File: config.mk
export PLATFORM = sky130hd
export DESIGN_NAME = out_port_arb_flat
export DESIGN_NICKNAME = d
export VERILOG_FILES = /design/src/rtl/out_port_arb_if.sv /design/src/rtl/out_port_arb.sv /design/src/flat_wrapper.sv
export SDC_FILE = /design/constraint.sdc
export NUM_CORES = 1
export LEC_CHECK = 0
export ABC_CLOCK_PERIOD_IN_PS = 9750
export BUFFER_PORTS_ARGS = -buffer_cell sky130_fd_sc_hd__buf_4
export CORE_MARGIN = 2
export CORE_UTILIZATION = 60
export CTS_CLUSTER_SIZE = 10
export DETAILED_ROUTE_END_ITERATION = 8
export GPL_ROUTABILITY_DRIVEN = 1
export PLACE_DENSITY = 0.92
export SYNTH_ARGS = -nofsm -noshare
export SYNTH_HDL_FRONTEND = slang
export SYNTH_SLANG_ARGS = --single-unit
File: constraint.sdc
create_clock -name clk -period 9.75 [get_ports clk]
set_input_delay 0.4875 -clock clk [delete_from_list [all_inputs] [get_ports clk]]
set_output_delay 0.4875 -clock clk [all_outputs]
set_load 0.02 [all_outputs]
File: src/rtl/out_port_arb_if.sv
// Handshake bundle between the input side of the router and one output-port allocator.
// The master side drives requests, flit qualifiers and credits; the slave side is the arbiter.
interface out_port_arb_if #(
    parameter int unsigned PORTS = 6
) ();
    logic [PORTS-1:0] req;
    logic [PORTS-1:0] ivalid;
    logic [PORTS-1:0] itail;
    logic             credit_ret;
    logic [PORTS-1:0] sel;
    logic [PORTS-1:0] iready;
    logic             fire;
    logic             busy;
    logic             credit_err;

    modport master (
        output req, ivalid, itail, credit_ret,
        input  sel, iready, fire, busy, credit_err
    );

    modport slave (
        input  req, ivalid, itail, credit_ret,
        output sel, iready, fire, busy, credit_err
    );
endinterface

File: src/rtl/out_port_arb.sv
// Per-output-port wormhole switch allocator: round-robin grant per packet, held head to tail,
// with downstream credit tracking gating each flit transfer.
module out_port_arb #(
    parameter int unsigned PORTS   = 6,
    parameter int unsigned CREDITS = 4,
    parameter int unsigned CNTW    = 3
) (
    input logic           clk,
    input logic           rst_,
    out_port_arb_if.slave bus
);
    localparam int unsigned     PTRW    = (PORTS > 1) ? $clog2(PORTS) : 1;
    localparam logic [CNTW-1:0] CNT_MAX = CNTW'(CREDITS);
    localparam logic [PTRW-1:0] LAST    = PTRW'(PORTS - 1);
    localparam logic [PORTS-1:0] ONE    = {{(PORTS-1){1'b0}}, 1'b1};

    typedef enum logic [0:0] {StIdle, StLock} state_e;

    state_e           state_q, state_d;
    logic [PORTS-1:0] sel_q, sel_d;
    logic [PTRW-1:0]  rr_ptr_q, rr_ptr_d;
    logic [PTRW-1:0]  gidx_q, gidx_d;
    logic [CNTW-1:0]  cnt_q, cnt_d;
    logic             credit_err_q, credit_err_d;

    logic             has_credit;
    logic             fire;
    logic             tail_fire;
    logic [PORTS-1:0] iready;
    logic             pick_found;
    logic [PTRW-1:0]  pick_idx;

    // First requester at or after rr_ptr, wrapping over all ports.
    always_comb begin
        int unsigned idx;
        idx        = 0;
        pick_found = 1'b0;
        pick_idx   = '0;
        for (int unsigned k = 0; k < PORTS; k++) begin
            idx = (32'(rr_ptr_q) + k) % PORTS;
            if (!pick_found && bus.req[idx]) begin
                pick_found = 1'b1;
                pick_idx   = PTRW'(idx);
            end
        end
    end

    assign has_credit = (cnt_q != '0);
    assign iready     = sel_q & bus.ivalid & {PORTS{has_credit}};
    assign fire       = |iready;
    assign tail_fire  = |(iready & bus.itail);

    always_comb begin
        state_d  = state_q;
        sel_d    = sel_q;
        rr_ptr_d = rr_ptr_q;
        gidx_d   = gidx_q;
        unique case (state_q)
            StIdle: begin
                if (pick_found) begin
                    state_d = StLock;
                    sel_d   = ONE << pick_idx;
                    gidx_d  = pick_idx;
                end
            end
            StLock: begin
                // Only the tail releases the lock; req of the owner is not looked at here.
                if (tail_fire) begin
                    state_d  = StIdle;
                    sel_d    = '0;
                    rr_ptr_d = (gidx_q == LAST) ? '0 : gidx_q + 1'b1;
                end
            end
            default: begin
                state_d = StIdle;
                sel_d   = '0;
            end
        endcase
    end

    always_comb begin
        cnt_d        = cnt_q;
        credit_err_d = credit_err_q;
        case ({fire, bus.credit_ret})
            2'b10: cnt_d = cnt_q - 1'b1;
            2'b01: begin
                if (cnt_q == CNT_MAX) begin
                    credit_err_d = 1'b1;
                end else begin
                    cnt_d = cnt_q + 1'b1;
                end
            end
            default: ;
        endcase
    end

    always_ff @(posedge clk or negedge rst_) begin
        if (!rst_) begin
            state_q      <= StIdle;
            sel_q        <= '0;
            rr_ptr_q     <= '0;
            gidx_q       <= '0;
            cnt_q        <= CNT_MAX;
            credit_err_q <= 1'b0;
        end else begin
            state_q      <= state_d;
            sel_q        <= sel_d;
            rr_ptr_q     <= rr_ptr_d;
            gidx_q       <= gidx_d;
            cnt_q        <= cnt_d;
            credit_err_q <= credit_err_d;
        end
    end

    assign bus.sel        = sel_q;
    assign bus.iready     = iready;
    assign bus.fire       = fire;
    assign bus.busy       = (state_q == StLock);
    assign bus.credit_err = credit_err_q;
endmodule

File: src/flat_wrapper.sv
// flat-port wrapper written by rule: the top's interface ports become plain ports
module out_port_arb_flat 
#(
    parameter int unsigned PORTS   = 6,
    parameter int unsigned CREDITS = 4,
    parameter int unsigned CNTW    = 3
)
  (clk, rst_, bus_req, bus_ivalid, bus_itail, bus_credit_ret, bus_sel, bus_iready, bus_fire, bus_busy, bus_credit_err);
  out_port_arb_if #(.PORTS(PORTS)) bus_i ();
  input logic clk;
  input logic rst_;
  input wire logic [$bits(bus_i.req)-1:0] bus_req;
  input wire logic [$bits(bus_i.ivalid)-1:0] bus_ivalid;
  input wire logic [$bits(bus_i.itail)-1:0] bus_itail;
  input wire logic [$bits(bus_i.credit_ret)-1:0] bus_credit_ret;
  output wire logic [$bits(bus_i.sel)-1:0] bus_sel;
  output wire logic [$bits(bus_i.iready)-1:0] bus_iready;
  output wire logic [$bits(bus_i.fire)-1:0] bus_fire;
  output wire logic [$bits(bus_i.busy)-1:0] bus_busy;
  output wire logic [$bits(bus_i.credit_err)-1:0] bus_credit_err;
  assign bus_i.req = bus_req;
  assign bus_i.ivalid = bus_ivalid;
  assign bus_i.itail = bus_itail;
  assign bus_i.credit_ret = bus_credit_ret;
  assign bus_sel = bus_i.sel;
  assign bus_iready = bus_i.iready;
  assign bus_fire = bus_i.fire;
  assign bus_busy = bus_i.busy;
  assign bus_credit_err = bus_i.credit_err;
  out_port_arb #(.PORTS(PORTS), .CREDITS(CREDITS), .CNTW(CNTW)) u_core (.clk(clk), .rst_(rst_), .bus(bus_i));
endmodule
==> reports/results.tsv <==
metric	value	unit
setup bufs post-CTS	0	
number of library cell types mapped by synthesis	72	
Peak Freq	0.242	GHz
final WL	4.80	mm
first-pass GRT wire length	7.94	mm
Post-Syn Area	0.00195	sq mm
Detail Placement HPWL	3.87	mm
Max Cap Violations	0	
clock insertion delay at the later pin of the skew report	0.29	ns
vias in the first global route	1742	
P&R area growth vs syn	16.6	%
async set-reset flop share out of synthesis	100	%
Most used DFF post-synth	dfrtp_1	
Mapped Cells	220	
Synth top area share	20.6	%
dominant cell type by area after synthesis	dfrtp_1	
HP Class	input port to asynchronous set/reset pin	
Syn. warnings	0	
CTS clk-pin slew, worst paths	0.10	ns
GRT overflow	0	
Hold Buf Count CTS	0	
Worst EP arrival	4.36	ns
capturing point of the worst reg2reg path	u_core.bus.sel[3]	
TritonCTS Buffers	3	
Die Ht	61.0	um
crit share post-route	42.3	%
Initial DRT Pass Iterations	4	
Least-Margin Pin Slew	0.659	ns
clk_skew	0.00729	ns
Cell Rows	20	
Crit Path Max Fanout	18	
DR vias	1880	
RSZ-0062 raised after global routing	false	
clock buffer depth	2	
EDFF count, synth	0	
cts repair resizes	0	
syn_area_per_cell	8.85	sq um
Slew headroom	56.1	%
flop-to-flop setup slack	5.63	ns
# IOs	36	
core area	0.00308	sq mm
endpoints failing setup	0	
die width	61.0	um
r2r startpoint	u_core.rr_ptr_q[0]	
CTS root buffer	clkbuf_4	
kind of critical path	register to register	
WP data required	9.98	ns
syn nets	255	
Placed Area	0.00224	sq mm
wire length per cell	16.1	um
Final Hold Fails	0	
fin. max-slew vios	0	
register bit total from synthesis	17	
total track usage	28.4	%
FF-to-FF path depth	12	
largest net degree at the start of global routing	19	
Period minus WS final	4.12	ns
ANT nets after route	0	
layout cells sized above 1	25.5	%
Vias/cell	6.29	
DIE AREA	0.00372	sq mm
IO buf count	35	
register area share after synthesis	21.9	%
accumulated negative setup slack	0	ns
residual DRC count	0	
Worst setup EP type	register	
initial antenna violation count	0	
drt initial violations	132	
starting density of the core	63.3	%
hold_ws	0.0405	ns
Post-layout nets	291	
CP Launch Type	register	
Sink Count	17	
gpl congestion	0.920	
htree depth	1	
synth top area cells	dfrtp_1 (21%), ha_1 (8.4%), mux2i_1 (5.1%)	
status	completed	
TritonCTS clock tree	built	
post-route design area	0.00227	sq mm
ANT cells	0	
[registers in the layout, indices dropped and copies added, names as in the netlist]
name,flops
u_core.bus.sel,6
u_core.cnt_q,3
u_core.gidx_q,3
u_core.rr_ptr_q,3
u_core.bus.busy,1
u_core.bus.credit_err,1
[worst max-delay path, cell delays in order, from the launching register on]
cell and delay [ns]:
dfrtp_1 0.78, ha_1 0.42, xor2_4 0.26, inv_2 0.09, ha_1 0.28, and4bb_2 0.28
a21oi_1 0.03, o2bb2a_1 0.30, o211ai_1 0.25, mux2_2 0.42, o41ai_2 0.52, and2_1 0.28
a32o_1 0.15
[cell usage after synthesis (4+ instances only)]
library cell	number
a21oi_1	13
a22oi_1	4
a32o_1	4
and3_1	9
dfrtp_1	16
ha_1	13
inv_1	11
mux2_2	7
mux2i_1	10
nand2_1	11
nand3_1	12
nor2_1	15
o211ai_1	5
o21ai_0	7
or3_1	4
xnor2_1	5
[stage by stage]
| stage | instances | utilization (%) | setup slack, ns |
|---|---|---|---|
| after floorplan | 220 | - | 6.21 |
| after global routing | 299 | 73.7 | 5.37 |
| after detailed placement | 295 | 72.9 | 5.68 |
| final | 299 | 73.7 | 5.63 |
| after CTS | 299 | 73.7 | 5.67 |
| after global placement | 295 | 72.9 | 5.82 |
[worst max path at each step]
stage | to | start | cells past startpoint | slack [ns]
detailed placement | u_core.bus.sel[4] | u_core.rr_ptr_q[0] | 12 | 5.68
CTS | u_core.bus.sel[4] | u_core.rr_ptr_q[0] | 12 | 5.67
floorplan | u_core.bus.sel[2] | u_core.rr_ptr_q[2] | 14 | 6.21
finish | u_core.bus.sel[3] | u_core.rr_ptr_q[0] | 12 | 5.63
global route | u_core.bus.sel[2] | u_core.rr_ptr_q[2] | 13 | 5.37
global placement | u_core.gidx_q[2] | u_core.rr_ptr_q[1] | 13 | 5.82
[cells in the final DEF, fill, tap and decap left out, types with 4 or more instances in the layout]
master / instances
ha_1: 13
nor2_1: 15
o21ai_0: 7
mux2i_1: 10
or3_1: 4
a22oi_1: 4
dfrtp_1: 16
and3_1: 9
a32o_1: 4
buf_4: 35
mux2_2: 7
inv_1: 11
a21oi_1: 13
xnor2_1: 5
nand3_1: 12
o211ai_1: 5
nand2_1: 11
[metal layers]
metal  up-vias  track usage [%]  part of all wire [%]
met4         0             4.97                  0.21
met2        58             46.4                    49
met5         -                0                     0
met3         2             4.26                   5.2
li1        922                -                     -
met1       898             40.5                    45
[layout make-up]
type                    count  area, sq um
clock buffers               4         26.3
fillers                   240          808
inverters                  13         48.8
multi-input cells         186         1450
flip-flops and latches     17          427
well taps                  44         55.1
repair buffers             35          263
[kinds of logic after synthesis]
kind of cell	count (synthesis)	share of synthesized area [%]
xor+xnor	7	4.50
buf+inv	17	3.60
compound gates	68	28.0
fa+ha+maj	14	9.38
mux	18	9.77
flops	17	21.9
simple gates	79	22.9
Power is left out: the tool's default activity adds up to more than one toggle a clock period on the data nets, which glitch-free logic cannot reach.
